===== config.mk =====
export PLATFORM = sky130hd
export DESIGN_NAME = result_monitor
export DESIGN_NICKNAME = d
export VERILOG_FILES = /design/src/rtl/result_monitor.sv
export SDC_FILE = /design/constraint.sdc
export NUM_CORES = 1
export LEC_CHECK = 0
export ABC_AREA = 1
export CAP_MARGIN = 20
export CORE_UTILIZATION = 30
export CTS_CLUSTER_DIAMETER = 40
export DETAILED_ROUTE_END_ITERATION = 10
export HOLD_SLACK_MARGIN = 0.12
export SYNTH_ARGS = -nofsm -noshare
export SYNTH_HDL_FRONTEND = slang
export SYNTH_SLANG_ARGS = --single-unit
export TNS_END_PERCENT = 20

===== constraint.sdc =====
create_clock -name clk -period 2.05 [get_ports clk]
set_input_delay 0.41 -clock clk [delete_from_list [all_inputs] [get_ports clk]]
set_output_delay 0.41 -clock clk [all_outputs]
set_load 0.01 [all_outputs]

===== src/rtl/result_monitor.sv =====
// result_monitor
//   Downstream consumer of the shared-multiplier controller. Each accepted
//   result is pushed into a small read-side FIFO, and two limit-alarm state
//   machines (alt high limit, batt low limit) raise an alarm after TRIP_COUNT
//   consecutive violations on their own channel. Samples are taken only while
//   enable is high.
//
//   Optional feature: define RESULT_MON_STATS_EN to add per-channel
//   statistics ports (alt_max, batt_min, alt_cnt, batt_cnt).
//
// Ports
//   clk        in   system clock, rising edge
//   reset      in   asynchronous active-low reset
//   enable     in   sampling enable
//   in_data    in   signed 16-bit result
//   in_valid   in   result valid
//   in_type    in   0 = alt, 1 = batt
//   rd_en      in   read request, one entry per cycle
//   rd_data    out  registered FIFO head data
//   rd_type    out  type tag of rd_data
//   rd_valid   out  one-cycle pulse when rd_data/rd_type update
//   count      out  entries held
//   full       out  count == DEPTH
//   empty      out  count == 0
//   overflow   out  sticky: a sample was dropped while full
//   alt_max    out  (stats) signed max of alt samples
//   batt_min   out  (stats) signed min of batt samples
//   alt_cnt    out  (stats) saturating alt sample count
//   batt_cnt   out  (stats) saturating batt sample count
//   alt_alarm  out  alt channel in TRIP
//   batt_alarm out  batt channel in TRIP
//
// Alarm FSM states
//   state    | meaning
//   ST_OK    | no violation run in progress
//   ST_PEND  | violation run shorter than TRIP_COUNT
//   ST_TRIP  | TRIP_COUNT or more consecutive violations, alarm raised
module result_monitor #(
    parameter int                 DEPTH      = 8,
    parameter logic signed [15:0] ALT_LIMIT  = 16'sd100,
    parameter logic signed [15:0] BATT_LOW   = -16'sd10,
    parameter int                 TRIP_COUNT = 3
) (
    input  logic                      clk,
    input  logic                      reset,
    input  logic                      enable,
    input  logic signed [15:0]        in_data,
    input  logic                      in_valid,
    input  logic                      in_type,
    input  logic                      rd_en,
    output logic signed [15:0]        rd_data,
    output logic                      rd_type,
    output logic                      rd_valid,
    output logic [$clog2(DEPTH):0]    count,
    output logic                      full,
    output logic                      empty,
    output logic                      overflow,
`ifdef RESULT_MON_STATS_EN
    output logic signed [15:0]        alt_max,
    output logic signed [15:0]        batt_min,
    output logic [15:0]               alt_cnt,
    output logic [15:0]               batt_cnt,
`endif
    output logic                      alt_alarm,
    output logic                      batt_alarm
);

    localparam int AW = $clog2(DEPTH);
    localparam int CW = AW + 1;
    localparam int VW = $clog2(TRIP_COUNT + 1);

    localparam logic [1:0] ST_OK   = 2'd0;
    localparam logic [1:0] ST_PEND = 2'd1;
    localparam logic [1:0] ST_TRIP = 2'd2;

    logic [16:0]   mem [DEPTH];
    logic [AW-1:0] wptr;
    logic [AW-1:0] rptr;
    logic          sample;
    logic          do_rd;
    logic          do_wr;

    assign sample = in_valid & enable;
    assign full   = (count == CW'(DEPTH));
    assign empty  = (count == '0);
    assign do_rd  = rd_en & ~empty;
    // While full, a same-cycle read frees the slot being written.
    assign do_wr  = sample & (~full | do_rd);

    always_ff @(posedge clk) begin
        if (do_wr) begin
            mem[wptr] <= {in_type, in_data};
        end
    end

    always_ff @(posedge clk or negedge reset) begin
        if (!reset) begin
            wptr     <= '0;
            rptr     <= '0;
            count    <= '0;
            rd_data  <= '0;
            rd_type  <= 1'b0;
            rd_valid <= 1'b0;
            overflow <= 1'b0;
        end else begin
            rd_valid <= do_rd;
            if (do_wr) begin
                wptr <= wptr + AW'(1);
            end
            if (do_rd) begin
                {rd_type, rd_data} <= mem[rptr];
                rptr               <= rptr + AW'(1);
            end
            if (do_wr && !do_rd) begin
                count <= count + CW'(1);
            end else if (do_rd && !do_wr) begin
                count <= count - CW'(1);
            end
            if (sample && !do_wr) begin
                overflow <= 1'b1;
            end
        end
    end

    // Channel 0 = alt, channel 1 = batt.
    logic [1:0] viol;
    logic [1:0] adv;
    logic [1:0] alarm_vec;

    assign viol[0] = (in_data > ALT_LIMIT);
    assign viol[1] = (in_data < BATT_LOW);
    assign adv[0]  = sample & ~in_type;
    assign adv[1]  = sample & in_type;

    for (genvar c = 0; c < 2; c++) begin : g_alarm
        logic [1:0]    state;
        logic [VW-1:0] vcnt;

        always_ff @(posedge clk or negedge reset) begin
            if (!reset) begin
                state <= ST_OK;
                vcnt  <= '0;
            end else if (adv[c]) begin
                case (state)
                    ST_OK: begin
                        if (viol[c]) begin
                            vcnt  <= VW'(1);
                            state <= (TRIP_COUNT == 1) ? ST_TRIP : ST_PEND;
                        end
                    end
                    ST_PEND: begin
                        if (viol[c]) begin
                            vcnt <= vcnt + VW'(1);
                            if (vcnt + VW'(1) == VW'(TRIP_COUNT)) begin
                                state <= ST_TRIP;
                            end
                        end else begin
                            state <= ST_OK;
                            vcnt  <= '0;
                        end
                    end
                    ST_TRIP: begin
                        if (!viol[c]) begin
                            state <= ST_OK;
                            vcnt  <= '0;
                        end
                    end
                    default: begin
                        state <= ST_OK;
                        vcnt  <= '0;
                    end
                endcase
            end
        end

        assign alarm_vec[c] = (state == ST_TRIP);
    end

    assign alt_alarm  = alarm_vec[0];
    assign batt_alarm = alarm_vec[1];

`ifdef RESULT_MON_STATS_EN
    // Statistics count every sample of the channel, including dropped ones.
    always_ff @(posedge clk or negedge reset) begin
        if (!reset) begin
            alt_max  <= 16'sh8000;
            batt_min <= 16'sh7FFF;
            alt_cnt  <= '0;
            batt_cnt <= '0;
        end else begin
            if (adv[0]) begin
                if (in_data > alt_max) begin
                    alt_max <= in_data;
                end
                if (alt_cnt != 16'hFFFF) begin
                    alt_cnt <= alt_cnt + 16'd1;
                end
            end
            if (adv[1]) begin
                if (in_data < batt_min) begin
                    batt_min <= in_data;
                end
                if (batt_cnt != 16'hFFFF) begin
                    batt_cnt <= batt_cnt + 16'd1;
                end
            end
        end
    end
`else
    // Statistics not built in this configuration.
`endif

endmodule


==> results.py <==
metrics = {
    "critical_path": {
        "critPathLaunchType": "flip-flop",
        "worstPathArrival_ns": 2.50,
        "crit_type": "reg2reg",
        "cp_max_fo": 3,
        "required_ns": 2.36,
        "cp-end-kind": "flip-flop",
        "r2r_cells": 14,
    },
    "run_status": {
        "status": "finished, violations left",
        "violations": "negative setup slack",
    },
    "pwr": {
        "p_leak_nw": 3.34,
        "p_per_area_nw_per_um2": 1330,
        "ir_worst_vdd_mv": 0.661,
    },
    "route": {
        "drtAntennaViolNets": 0,
        "via_count": 4623,
        "drtIter0Drc": 375,
        "route.detailed.drc": 0,
        "wirelength_mm": 16.0,
        "dr.pass1.iters": 4,
        "wl_per_cell_um": 15.9,
        "vias_per_cell": 4.58,
    },
    "place": {
        "hpwl_mm": 9.98,
        "gp_congestion": 0.759,
        "io_buffers": 48,
        "place_worst_setup_slack_ns": -0.309,
    },
    "cells_and_area": {
        "antenna-diode-count": 0,
        "drive_above_1_share": 0.172,
        "nets": 708,
        "area_growth_pct": 27.1,
        "final_util": 0.387,
    },
    "global_routing": {
        "grt_use_met2": 0.217,
        "grt_pass1_wl_mm": 25.0,
        "busiest_layer": "met2",
        "antenna_found_initial": 1,
        "grt.overflow.total": 0,
        "grt_max_degree": 54,
        "grt_pass1_vias": 4480,
        "met1_usage": 0.192,
        "use_met3": 0.0336,
        "grt_usage": 0.139,
    },
    "floorplan": {
        "placementRows": 56,
        "chipHeight_um": 156,
        "die-area_um2": 24400,
        "num_io_pins": 49,
        "dieWidth_um": 156,
        "core_region_area_um2": 23400,
        "start_util": 0.305,
    },
    "clock_network": {
        "clock_tree.buffer_depth": 2,
        "cts_tree": "yes",
        "numCtsBuffers": 17,
        "cts_num_sinks": 173,
        "clock_latency_ns": 0.43,
        "htreeDepth": 4,
        "cts_root_buf": "clkbuf_16",
        "clkTransAtPathRegs_ns": 0.07,
    },
    "timing": {
        "finalWorstSetupSlack_ns": -0.142,
        "fin_tns_setup_ns": -0.142,
        "hold_viol": 0,
        "finalCritPeriodShare": 1.07,
        "max_freq_mhz": 456,
        "hold_ws_ns": 0.478,
        "maxSlewViolCount": 0,
        "layout_min_cycle_time_ns": 2.19,
        "rsz0062_at_grt": "true",
        "max_slew_margin": 0.603,
        "worst_pin_slew_ns": 0.595,
        "setup_viol": 1,
        "fin_worst_skew_ns": 0.00953,
    },
    "yosys": {
        "netlist_area_um2": 7130,
        "ys_ff_latch": 173,
        "synth_cell_type_count": 40,
        "ys_seq_area_frac": 0.702,
        "syn_inst": 582,
        "avgSynthCellArea_um2": 12.3,
        "ys_warn_count": 0,
        "synth.net_count": 612,
    },
    "flow_run": {
        "drv_cap": 0,
    },
    "hold_path": {
        "hold_depth": 2,
        "hp-class": "reg2reg",
    },
}
==> cell families after synthesis <==
logic type | synth area share
simple gates | 0.119
xor+xnor | 0.00842
flops | 0.702
buf+inv | 0.0426
fa+ha+maj | 0.0151
compound gates | 0.112
==> what timing repair did <==
item | in CTS | in global routing
endpoints found under the setup margin | 5 | 3
endpoints found under the hold margin | 20 | 0
pin swaps | 2 | 6
hold buffers | 1 | 0
buffers inserted | 2 | 3
gates resized for setup | 6 | 5
==> worst paths after layout <==
kind,from,endpoint,slack [ns]
setup / recovery,count[2]$_DFFE_PN0P_,count[3]$_DFFE_PN0P_,-0.14
hold / removal,rd_data[2]$_DFFE_PN0P_,rd_data[2]$_DFFE_PN0P_,0.48
setup reg to reg,count[2]$_DFFE_PN0P_,count[3]$_DFFE_PN0P_,-0.14
hold reg to reg,rd_data[2]$_DFFE_PN0P_,rd_data[2]$_DFFE_PN0P_,0.48
max in group asynchronous,reset,rd_data[13]$_DFFE_PN0P_,0.96
min in group asynchronous,reset,rptr[0]$_DFFE_PN0P_,0.52
==> stage by stage <==
step / cell area (um2) / instances / power, W
after floorplan: 7180 / 582 / 0.00707
after global placement: 8350 / 972 / 0.00847
after detailed placement: 8350 / 972 / 0.00853
after CTS: 9030 / 1007 / 0.0121
after global routing: 9060 / 1010 / 0.0127
final: 9060 / 1010 / 0.0120
==> layer usage <==
| layer | part of all wire | vias to the layer above |
|---|---|---|
| met5 | 0 | - |
| met4 | 0.0099 | 0 |
| met3 | 0.048 | 14 |
| met2 | 0.46 | 103 |
| met1 | 0.48 | 2236 |
| li1 | - | 2270 |
==> cell type report <==
type                       count  area, um2
clock buffer                  20        489
tap                          319        399
sequential                   173       5010
clock inverter                12        170
inverter                      31        129
multi-input combinational    351       1870
timing repair buffer         104        990
fill                        2267      14300
==> flip-flops by register name, indices dropped and copies added (netlist names) <==
name / count
rptr: 3
g_alarm.vcnt: 4
overflow: 1
rd_type: 1
count: 4
g_alarm.state: 4
rd_data: 16
wptr: 3
rd_valid: 1
mem: 136
==> synthesized netlist by cell type <==
master	number	area (um2)
buf_2	10	50.1
buf_4	1	7.51
a21boi_0	1	7.51
buf_6	8	90.1
xor2_1	3	26.3
edfxtp_1	136	4080
nand2_4	1	11.3
clkinv_1	1	3.75
nor3_1	2	10.0
nand3b_1	1	7.51
o2111ai_1	1	8.76
inv_6	1	8.76
clkbuf_2	2	10.0
dfrtp_1	37	926
clkbuf_1	6	22.5
xor2_2	1	16.3
inv_2	4	15.0
o211ai_1	17	128
xnor2_1	2	17.5
ha_1	7	87.6
a21o_1	1	7.51
nand2_1	89	334
fa_1	1	20.0
o21bai_1	2	15.0
o21ai_0	69	345
nor2_4	1	11.3
o221ai_1	17	149
nor2_2	1	6.26
nor2_8	1	20.0
nor4_4	1	21.3
nand2_2	3	18.8
or2_4	1	8.76
nand4_1	1	6.26
o22ai_1	17	106
o21ai_1	5	25.0
inv_4	1	6.26
nand3_1	6	30.0
a21oi_1	2	10.0
nor2_1	97	364
inv_1	24	90.1
==> power breakdown <==
| part | switching [W] | leakage (nW) | total [W] | internal, W |
|---|---|---|---|---|
| clock | 0.00141 | 0.319 | 0.00353 | 0.00213 |
| sequential | 0.000296 | 1.68 | 0.00462 | 0.00433 |
| combinational | 0.00224 | 1.35 | 0.00388 | 0.00164 |
| total | 0.00394 | 3.34 | 0.0120 | 0.00810 |
==> layout by cell type, fill, tap and decap left out, types with 3 or more instances in the layout <==
cell type / n
nor2_2: 5
nor2_1: 93
inv_2: 4
o21ai_1: 6
clkbuf_16: 19
o21ai_0: 68
nand2_4: 3
nand3_1: 6
dfrtp_2: 4
dfrtp_1: 33
buf_4: 47
buf_12: 8
bufinv_16: 3
nand2_1: 89
o211ai_1: 17
inv_4: 3
edfxtp_1: 136
dlygate4sd2_1: 3
o22ai_1: 17
o221ai_1: 17
clkdlybuf4s50_1: 43
inv_1: 22
ha_1: 5
xor2_1: 3
inv_8: 3
==> worst max-delay path, cell delays in order (launching register included) <==
cell	delay, ns
dfrtp_2	0.44
nor4_4	0.30
buf_4	0.17
nand2_4	0.05
nand2_4	0.09
inv_4	0.04
ha_4	0.16
inv_4	0.06
ha_4	0.19
a21o_1	0.16
a21oi_2	0.13
nand2_1	0.06
nand2_1	0.07
nor2_2	0.04
xor2_1	0.13
No activity file was read; power rests on OpenSTA's default activity.
